==> src/rtl/riscv_demux_reg.sv <==
// Registered 1-to-N demultiplexer: steers a valid/ready word stream into one-deep
// per-port output slots, packed as concatenated lanes (lane i at XLEN*i).
module riscv_demux_reg #(
  parameter int N_DEMUX_OUT = 2,
  parameter int XLEN        = 32
) (
  input  logic                          i_clk,
  input  logic                          i_rstn,
  input  logic                          i_demux_valid,
  output logic                          o_demux_ready,
  input  logic [XLEN-1:0]               i_demux_data,
  input  logic [$clog2(N_DEMUX_OUT)-1:0] i_demux_sel,
  output logic [N_DEMUX_OUT-1:0]        o_demux_concat_valid,
  input  logic [N_DEMUX_OUT-1:0]        i_demux_concat_ready,
  output logic [N_DEMUX_OUT*XLEN-1:0]   o_demux_concat_data,
  output logic                          o_demux_err,
  output logic [7:0]                    o_demux_drop_cnt
);

  localparam int SEL_W = $clog2(N_DEMUX_OUT);
  localparam logic [SEL_W:0] N_SEL = (SEL_W+1)'(N_DEMUX_OUT);

  logic [N_DEMUX_OUT-1:0]      valid_q, valid_d;
  logic [N_DEMUX_OUT*XLEN-1:0] data_q, data_d;
  logic                        err_q, err_d;
  logic [7:0]                  drop_cnt_q, drop_cnt_d;

  logic                   sel_oob;
  logic                   slot_ready;
  logic                   accept;
  logic [N_DEMUX_OUT-1:0] wr_en;

  // A full slot still accepts when its consumer drains it in the same cycle.
  always_comb begin
    sel_oob    = ({1'b0, i_demux_sel} >= N_SEL);
    slot_ready = 1'b0;
    wr_en      = '0;
    for (int i = 0; i < N_DEMUX_OUT; i++) begin
      if (i_demux_sel == SEL_W'(i)) begin
        slot_ready = ~valid_q[i] | i_demux_concat_ready[i];
      end
    end
    o_demux_ready = i_rstn & (sel_oob | slot_ready);
    accept        = i_demux_valid & o_demux_ready;
    for (int i = 0; i < N_DEMUX_OUT; i++) begin
      wr_en[i] = accept & (i_demux_sel == SEL_W'(i));
    end
  end

  always_comb begin
    valid_d    = valid_q;
    data_d     = data_q;
    err_d      = accept & sel_oob;
    drop_cnt_d = drop_cnt_q;
    for (int i = 0; i < N_DEMUX_OUT; i++) begin
      valid_d[i] = wr_en[i] | (valid_q[i] & ~i_demux_concat_ready[i]);
      if (wr_en[i]) begin
        data_d[i*XLEN +: XLEN] = i_demux_data;
      end
    end
    if (err_d && (drop_cnt_q != 8'hFF)) begin
      drop_cnt_d = drop_cnt_q + 8'd1;
    end
  end

  always_ff @(posedge i_clk or negedge i_rstn) begin
    if (!i_rstn) begin
      valid_q    <= '0;
      data_q     <= '0;
      err_q      <= 1'b0;
      drop_cnt_q <= '0;
    end else begin
      valid_q    <= valid_d;
      data_q     <= data_d;
      err_q      <= err_d;
      drop_cnt_q <= drop_cnt_d;
    end
  end

  assign o_demux_concat_valid = valid_q;
  assign o_demux_concat_data  = data_q;
  assign o_demux_err          = err_q;
  assign o_demux_drop_cnt     = drop_cnt_q;

endmodule

==> config.mk <==
export PLATFORM = sky130hd
export DESIGN_NAME = riscv_demux_reg
export DESIGN_NICKNAME = d
export VERILOG_FILES = /design/src/rtl/riscv_demux_reg.sv
export SDC_FILE = /design/constraint.sdc
export NUM_CORES = 1
export LEC_CHECK = 0
export BUFFER_PORTS_ARGS = -buffer_cell sky130_fd_sc_hd__buf_4
export CORE_UTILIZATION = 35
export CTS_BUF_LIST = sky130_fd_sc_hd__clkbuf_8
export DETAILED_ROUTE_END_ITERATION = 8
export HOLD_SLACK_MARGIN = 0.08
export PLACE_DENSITY = 0.63
export RECOVER_POWER = 25
export REMOVE_ABC_BUFFERS = 1
export SYNTH_ARGS = -nofsm -noshare
export SYNTH_HDL_FRONTEND = slang
export SYNTH_SLANG_ARGS = --single-unit
==> constraint.sdc <==
create_clock -name i_clk -period 1.8 [get_ports i_clk]
set_clock_uncertainty 0.15 [all_clocks]
set_input_delay 0.36 -clock i_clk [delete_from_list [all_inputs] [get_ports i_clk]]
set_output_delay 0.36 -clock i_clk [all_outputs]
set_load 0.02 [all_outputs]
After elaboration in Yosys (flattened, before gate mapping)
Cells that the tools add are included.
{"block": "classes", "n_bitwise": 15, "n_eq_ne": 0, "n_mul": 0, "n_mux": 1, "n_lt_le_gt_ge": 0, "shifts": 0, "n_reduce_logical": 0, "add_sub_neg": 0, "div_mod_pow": 0}
{"op": "$and 1x1->1", "count": 6}
{"op": "$not 1->1", "count": 5}
{"op": "$or 1x1->1", "count": 4}
{"op": "$mux 1", "count": 1}
{"block": "totals", "n_memories": 0, "output_inout_bits": 76, "rom_bits": 0, "input_bits": 38, "register_bits": 66, "latch_bits": 0, "ram_bits": 0}

Depth between registers and ports, before layout
Gate-level depths: netlist of the first run.
{"block": "depth", "depth_word": 7, "depth_mapped": 5}

Worst setup path before layout of the first run
Ideal clock, no wire load.
{"block": "synth_path", "kind": "flip-flop to flip-flop", "startpoint": "register valid_q[0] (netlist: o_demux_concat_valid[0])", "endpoint": "register data_q[10] (netlist: o_demux_concat_data[10])", "period_less_slack_ns": 1.641, "path_stages_with_launch": 5, "path_slack_ns": 0.159, "t_arrival_ns": 1.366, "required_ns": 1.525, "path_cell_list": "dfrtp_1 nand2b_1 nor3b_4 buf_6 mux2_2"}
{"block": "synth_between", "elab_chain_cells": 6}
{"item": "start: declaration", "line_no": "23", "source": "logic [N_DEMUX_OUT-1:0] valid_q, valid_d;"}
{"item": "start signal: assignment", "line_no": "73", "source": "valid_q <= valid_d;"}
{"item": "$not 1->1", "line_no": "40", "source": "slot_ready = ~valid_q[i] | i_demux_concat_ready[i];"}
{"item": "$or 1x1->1", "line_no": "40"}
{"item": "$mux 1", "line_no": "39", "source": "if (i_demux_sel == SEL_W'(i)) begin"}
{"item": "$and 1x1->1", "line_no": "43", "source": "o_demux_ready = i_rstn & (sel_oob | slot_ready);"}
{"item": "$and 1x1->1", "line_no": "44", "source": "accept = i_demux_valid & o_demux_ready;"}
{"item": "$and 1x1->1", "line_no": "46", "source": "wr_en[i] = accept & (i_demux_sel == SEL_W'(i));"}
{"item": "end signal: assignment", "line_no": "74", "source": "data_q <= data_d;"}
{"item": "end: declaration", "line_no": "24", "source": "logic [N_DEMUX_OUT*XLEN-1:0] data_q, data_d;"}
Every way passes these cells.
A chain may end at the register's enable or synchronous reset.

Final worst setup path of the first run
{"block": "layout_path", "startpoint": "register valid_q[0] (netlist: o_demux_concat_valid[0])", "endpoint": "output o_demux_ready"}
{"block": "layout_between", "elab_chain_cells": 4}
{"item": "$not 1->1", "line_no": "40"}
{"item": "$or 1x1->1", "line_no": "40"}
{"item": "$mux 1", "line_no": "39"}
{"item": "$and 1x1->1", "line_no": "43"}
{"item": "end: declaration", "line_no": "10", "source": "output logic o_demux_ready,"}
Every way passes these cells.

==> results of run 1 <==
## cells in the mapped netlist
library cell               instances  area share (%)
sky130_fd_sc_hd__buf_12            3             2.2
sky130_fd_sc_hd__nand3_2           1            0.37
sky130_fd_sc_hd__mux2_1            2            0.82
sky130_fd_sc_hd__mux2_4           30              16
sky130_fd_sc_hd__mux2_2           32              13
sky130_fd_sc_hd__o21ai_0           1            0.18
sky130_fd_sc_hd__nand3b_1          1            0.27
sky130_fd_sc_hd__nand2b_1          2            0.46
sky130_fd_sc_hd__nor3b_4           1            0.69
sky130_fd_sc_hd__buf_4            10             2.7
sky130_fd_sc_hd__dfrtp_1          66              60
sky130_fd_sc_hd__buf_6             3             1.2
sky130_fd_sc_hd__o211a_1           1            0.37
sky130_fd_sc_hd__nor2b_1           1            0.23
sky130_fd_sc_hd__conb_1            1            0.14
sky130_fd_sc_hd__nand2_1           2            0.27
## metal layers
layer | track usage (%) | vias to the layer above | wire length [microns]
li1 | - | 752 | -
met1 | 18.4 | 826 | 2400
met2 | 23.3 | 68 | 2700
met3 | 5.81 | 7 | 503
met4 | 6.05 | 0 | 54
met5 | 0 | - | 0
## final cells by class
type                    count  area [sq um]  area share (%)
clock buffers              11           151            4.01
clock inverters             4          67.6            1.79
multi-input cells          83           952            25.2
flip-flops and latches     66          1650            43.7
well taps                  99           124            3.28
repair buffers            108           832            22.0
## how the worst min path moves through the flow
stage                                                endpoint  cells past startpoint                                 from
after floorplan            o_demux_concat_data[0]$_DFFE_PN0P_                      0                               i_rstn
final                     o_demux_concat_data[15]$_DFFE_PN0P_                      2                     i_demux_data[15]
after detailed placement  o_demux_concat_data[19]$_DFFE_PN0P_                      1  o_demux_concat_data[19]$_DFFE_PN0P_
after CTS                 o_demux_concat_data[33]$_DFFE_PN0P_                      2                      i_demux_data[1]
after global routing      o_demux_concat_data[58]$_DFFE_PN0P_                      2                     i_demux_data[26]
after global placement    o_demux_concat_data[15]$_DFFE_PN0P_                      1  o_demux_concat_data[15]$_DFFE_PN0P_
## cell families after synthesis
logic type / share of synthesized area (%)
flip-flops: 60.4
other: 0.137
buffers and inverters: 6.18
AO/OA/AOI/OAI: 0.549
multiplexers: 30.5
AND/OR/NAND/NOR: 2.29
## sequential cells by signal (all words and copies together) (netlist names)
| signal | flops |
|---|---|
| o_demux_concat_valid | 2 |
| o_demux_concat_data | 64 |
## worst max-delay path, stage by stage (launching register included)
cell	delay, ps
sky130_fd_sc_hd__dfrtp_1	350
sky130_fd_sc_hd__nand2b_1	90
sky130_fd_sc_hd__o211a_1	220
sky130_fd_sc_hd__buf_4	150
## metrics by stage
stage	utilization [%]	hold WS (ps)	TNS, ps	instance area [sq um]	cells
after floorplan	-	-85.6	-63950	2600	149
after global placement	48.1	321	0	3560	356
after detailed placement	48.1	331	0	3560	356
after CTS	51.1	104	0	3780	371
after global routing	51.0	103	0	3780	371
final	51.0	121	0	3780	371
## power breakdown
group / total (uW) / internal [uW] / leakage (uW) / switching [uW]
clock network: 1360 / 839 / 0.000118 / 516
logic: 1460 / 758 / 0.000935 / 705
registers: 1970 / 1790 / 0.000784 / 181
## cells in the final DEF (no fill, tap or decap), drive strengths merged
cell    count
o21ai       1
buf       106
nand3       1
conb        9
nor2b       1
nand3b      1
nand2       2
inv         2
dfrtp      66
nor3b       1
mux2       64
nand2b      2
clkbuf     13
bufinv      2
o211a       1
==> flow_summary_export.csv, run 1 <==
group,metric,value,unit
run_status,status,"complete, no violations",
sta,fin_crit,1650,ps
worst_setup_path,classification_of_the_worst_setup_path,"flip-flop to primary output",
worst_setup_path,regToRegEndpoint,"o_demux_concat_data[5]$_DFFE_PN0P_",
finish,layout-drive-gt1-share,68.0,%
clocking,worst_setup_hold_path_clk_slew,70,ps
synthesis,yosys_register_bits,66,
clocking,cts-htree-levels,3,
clocking,max-clock-path-buffers,2,
finish,fillCellCount,668,
clocking,cts_buffers,9,
placement,post-place-ws,94.4,ps
clocking,worstSkewPairLatency,320,ps
worst_setup_path,cp_data_arrival_time,1140,ps
clocking,clock_sinks,66,
drt,wl,5.66,mm
worst_setup_path,worst-r2r-setup-slack,180,ps
drt,dr_total_vias,1653,
worst_setup_path,critical_path.endpoint_type,"primary output",
synthesis,synth_cell_type_count,16,
clocking,cts-root-buf,"sky130_fd_sc_hd__clkbuf_8",
worst_setup_path,worst_r2r_path_depth,4,
global_routing,antenna_found_initial,0,
worst_setup_path,worst-endpoint-required,1290,ps
clocking,cts.repair_timing.setup_buffer_count,0,
pwr,power.total,4790,uW
global_routing,grt_pass1_vias,1892,
sta,maxClockFrequency,607,MHz
synthesis,syn_avg_cell_area,17.4,sq um
flow_run,max_cap_viol_count,0,
sta,rsz0062_at_grt,"false",
finish,syn2layout_area_growth,38.2,%
die,placeableCoreArea,7410,sq um
clocking,cts_tree,"done",
worst_setup_path,setup.worst_path.start,"o_demux_concat_valid[0]$_DFF_PN0_",
worst_setup_path,setup.worst_path.start_class,"flip-flop",
worst_setup_path,cp-endpoint,"o_demux_ready",
synthesis,ys_seq_area_share,60.4,%
global_routing,wire_length_of_the_first_global_routing_pass,9.43,mm
global_routing,globalRoute.totalOverflow,0,
synthesis,mappedNetlistArea,2740,sq um
sta,slew_violations,0,
die,die_outline_area,8170,sq um
drt,routed_via_density,4.46,
sta,finalHoldViolCount,0,
global_routing,grt_max_degree,67,
drt,routed_wire_length_per_instance,15.2,microns
global_routing,grtUsageTotal,14.9,%
die,die_h,90.4,microns
finish,antennaDiodeCount,0,
sta,final.period_utilization,91.6,%
min_path,worst_hold_path_type,"input pin to flip-flop",
placement,numPortBuffers,104,
pwr,leakagePower,0.00184,uW
sta,final-setup-viol-count,0,
drt,detail-route-antenna-nets,0,
drt,dr.pass1.iters,4,
worst_setup_path,regToRegStartpoint,"o_demux_concat_valid[0]$_DFF_PN0_",
drt,initial_drc_count,15,
sta,setup_slack,152,ps
finish,design.final.nets,306,
drt,drc_errors,0,
die,placementRows,31,
sta,timing_worst_slew_pin_value,900,ps
die,boundaryPins,114,
placement,gpl.final_weighted_congestion,0.713,
clocking,ctsResizeCount,0,
clocking,cts_hold_buffers,0,
synthesis,post_synth_inst_count,157,
sta,worst_slew_margin_rel,40.0,%
pwr,power.density_cell_area,1270,nW/um^2
die,die_width,90.4,microns
pwr,vdd.ir_drop.worst,0.533,mV
die,initial_utilization,36.9,%
worst_setup_path,worst-path-max-fanout,3,
synthesis,yosys_warn_count,0,
placement,detailedPlacementHpwl,3.98,mm
Power figures use the tool's default switching activity.
==> inputs of run 2 (changes only) <==
- MAX_ROUTING_LAYER: default -> met4
- PLACE_DENSITY: 0.63 -> default
==> run 2 against run 1 <==
Hold slack lost 19 ps. Clock power shrank 22%. Critical path depth is the same. Die area is the same. Via count grew 1.3%. Sequential cell count is the same. Clock-buffer cell count shrank 2. Critical endpoint unchanged. Largest cell class unchanged. Highest routed layer unchanged.
==> flow_summary_export.csv, run 2 (synthesis results as in run 1) <==
group,metric,value,unit
placement,numPortBuffers,104,
global_routing,use_met2,22.2,%
sta,maxClockFrequency,587,MHz
global_routing,globalRouteMet3Util,5.39,%
sta,slew_violations,0,
die,die_width,90.4,microns
sta,rsz0062_at_grt,"false",
pwr,vdd.ir_drop.worst,0.574,mV
placement,detailedPlacementHpwl,3.96,mm
clocking,worstSkewPairLatency,330,ps
worst_setup_path,critical_path.endpoint_type,"primary output",
global_routing,globalRoute.totalOverflow,0,
global_routing,grt_pass1_vias,1688,
sta,setup_slack,97.6,ps
global_routing,antenna_found_initial,0,
worst_setup_path,cp_top_family,"flip-flops",
placement,post-place-ws,65.4,ps
worst_setup_path,worst-path-max-fanout,3,
finish,postLayoutCoreUtil,51.2,%
sta,worst_slew_margin_rel,44.2,%
global_routing,wire_length_of_the_first_global_routing_pass,8.83,mm
worst_setup_path,cp_cell_sequence,"nand2b_1 -> o211a_1 -> buf_4",
run_status,status,"complete, no violations",
finish,layout-drive-gt1-share,68.5,%
die,die_h,90.4,microns
clocking,cts-htree-levels,3,
sta,fin_crit,1700,ps
placement,gpl.final_weighted_congestion,0.683,
clocking,cts.repair_timing.setup_buffer_count,0,
die,die_outline_area,8170,sq um
finish,mostFrequentLayoutCell,"sky130_fd_sc_hd__buf_4",
clocking,cts-root-buf,"sky130_fd_sc_hd__clkbuf_8",
pwr,leakagePower,0.00184,uW
min_path,worst_hold_path_type,"input pin to flip-flop",
sta,timing_worst_slew_pin_value,837,ps
drt,initial_drc_count,20,
sta,final-setup-viol-count,0,
die,placeableCoreArea,7410,sq um
drt,dr_total_vias,1675,
clocking,cts_tree,"done",
global_routing,grtUsageTotal,14.7,%
flow_run,max_cap_viol_count,0,
global_routing,grt_most_used_layer,"met2",
die,boundaryPins,114,
finish,layout.cells.most_common_list,"sky130_fd_sc_hd__buf_4 (106), sky130_fd_sc_hd__dfrtp_1 (66), sky130_fd_sc_hd__mux2_2 (32)",
pwr,power.density_cell_area,1190,nW/um^2
sta,finalHoldViolCount,0,
drt,routed_via_density,4.43,
finish,antennaDiodeCount,0,
finish,design.final.nets,312,
worst_setup_path,setup.worst_path.start_class,"flip-flop",
sta,final.period_utilization,94.6,%
clocking,clock_sinks,66,
die,initial_utilization,36.9,%
global_routing,grt_max_degree,63,
worst_setup_path,cp_slowest_cell,"sky130_fd_sc_hd__dfrtp_1",
clocking,worst_setup_hold_path_clk_slew,80,ps
worst_setup_path,critPathMaxStageDelay,380,ps
drt,drc_errors,0,
drt,wl,5.58,mm
drt,detail-route-antenna-nets,0,
pwr,power.total,4500,uW
placement,placed_cell_area,3600,sq um
global_routing,global_route.usage.met1,17.9,%
worst_setup_path,worst-path-buf-inv,1,
drt,dr.pass1.iters,4,
clocking,cts_buffers,9,
die,placementRows,31,
worst_setup_path,classification_of_the_worst_setup_path,"flip-flop to primary output",
finish,syn2layout_area_growth,38.7,%
finish,largest_register_ffs,64,
finish,finish.instance_area,3790,sq um
clocking,max-clock-path-buffers,2,
worst_setup_path,worst-endpoint-required,1290,ps
worst_setup_path,cp_data_arrival_time,1190,ps
drt,routed_wire_length_per_instance,14.8,microns
## run 2: changes by cell type in the layout (fill, tap and decap cells not counted)
| cell | change |
|---|---|
| sky130_fd_sc_hd__inv_1 | -2 |
| sky130_fd_sc_hd__clkinv_4 | +1 |
| sky130_fd_sc_hd__inv_6 | +1 |
| sky130_fd_sc_hd__dlygate4sd3_1 | +3 |
| sky130_fd_sc_hd__buf_12 | +1 |
| sky130_fd_sc_hd__clkbuf_8 | -2 |
| sky130_fd_sc_hd__buf_4 | +2 |
| sky130_fd_sc_hd__bufinv_16 | -2 |
| sky130_fd_sc_hd__clkinvlp_4 | +1 |
| sky130_fd_sc_hd__clkinv_2 | +4 |
## run 2: area by class of cell
type,instances,area (sq um)
multi-input combinational,83,952
sequential,66,1650
fill,668,3610
clock inverter,7,45.0
timing repair buffer,114,897
tap,99,124
clock buffer,9,124
## run 2: what timing repair did
action | 4_1_cts | 5_1_grt
hold buffers | 2 | 1
endpoints found under the hold margin | 5 | 1
gates resized for setup | 0 | 0
## run 2: final timing paths
kind / slack, ps / start / cells after the start / end
min in group asynchronous: 290 / i_rstn / 2 / o_demux_concat_data[4]$_DFFE_PN0P_
worst max-delay path: 100 / o_demux_concat_valid[0]$_DFF_PN0_ / 3 / o_demux_ready
worst min register to register: 350 / o_demux_concat_data[19]$_DFFE_PN0P_ / 1 / o_demux_concat_data[19]$_DFFE_PN0P_
max in group asynchronous: 680 / i_rstn / 2 / o_demux_concat_data[45]$_DFFE_PN0P_
worst max register to register: 170 / o_demux_concat_valid[0]$_DFF_PN0_ / 4 / o_demux_concat_data[5]$_DFFE_PN0P_
worst min-delay path: 100 / i_demux_data[15] / 2 / o_demux_concat_data[15]$_DFFE_PN0P_
## run 2: worst reg2reg max path, cell delays in order, from the launching register on
cell	delay [ps]
sky130_fd_sc_hd__dfrtp_1	410
sky130_fd_sc_hd__nand2b_1	130
sky130_fd_sc_hd__nor3b_4	250
sky130_fd_sc_hd__buf_12	220
sky130_fd_sc_hd__mux2_2	360
## run 2: layer usage
layer / share of wire, % / up-vias
met1: 45 / 837
met4: 0.97 / 0
li1: - / 764
met3: 6.0 / 4
met2: 48 / 70
met5: 0 / -
## run 2: per-stage QoR
stage / setup TNS, ps / cells / hold slack [ps]
2_1_floorplan: -63950 / 149 / -85.6
3_3_place_gp: 0 / 359 / 32.3
3_5_place_dp: 0 / 359 / 33.2
4_1_cts: 0 / 377 / 80.2
5_1_grt: 0 / 378 / 80.5
6_report: 0 / 378 / 102
## run 2: where the power goes
part | internal, uW | total (uW) | switching (uW)
combinational | 768 | 1470 | 698
clock | 496 | 1060 | 564
sequential | 1790 | 1970 | 179
total | 3060 | 4500 | 1440
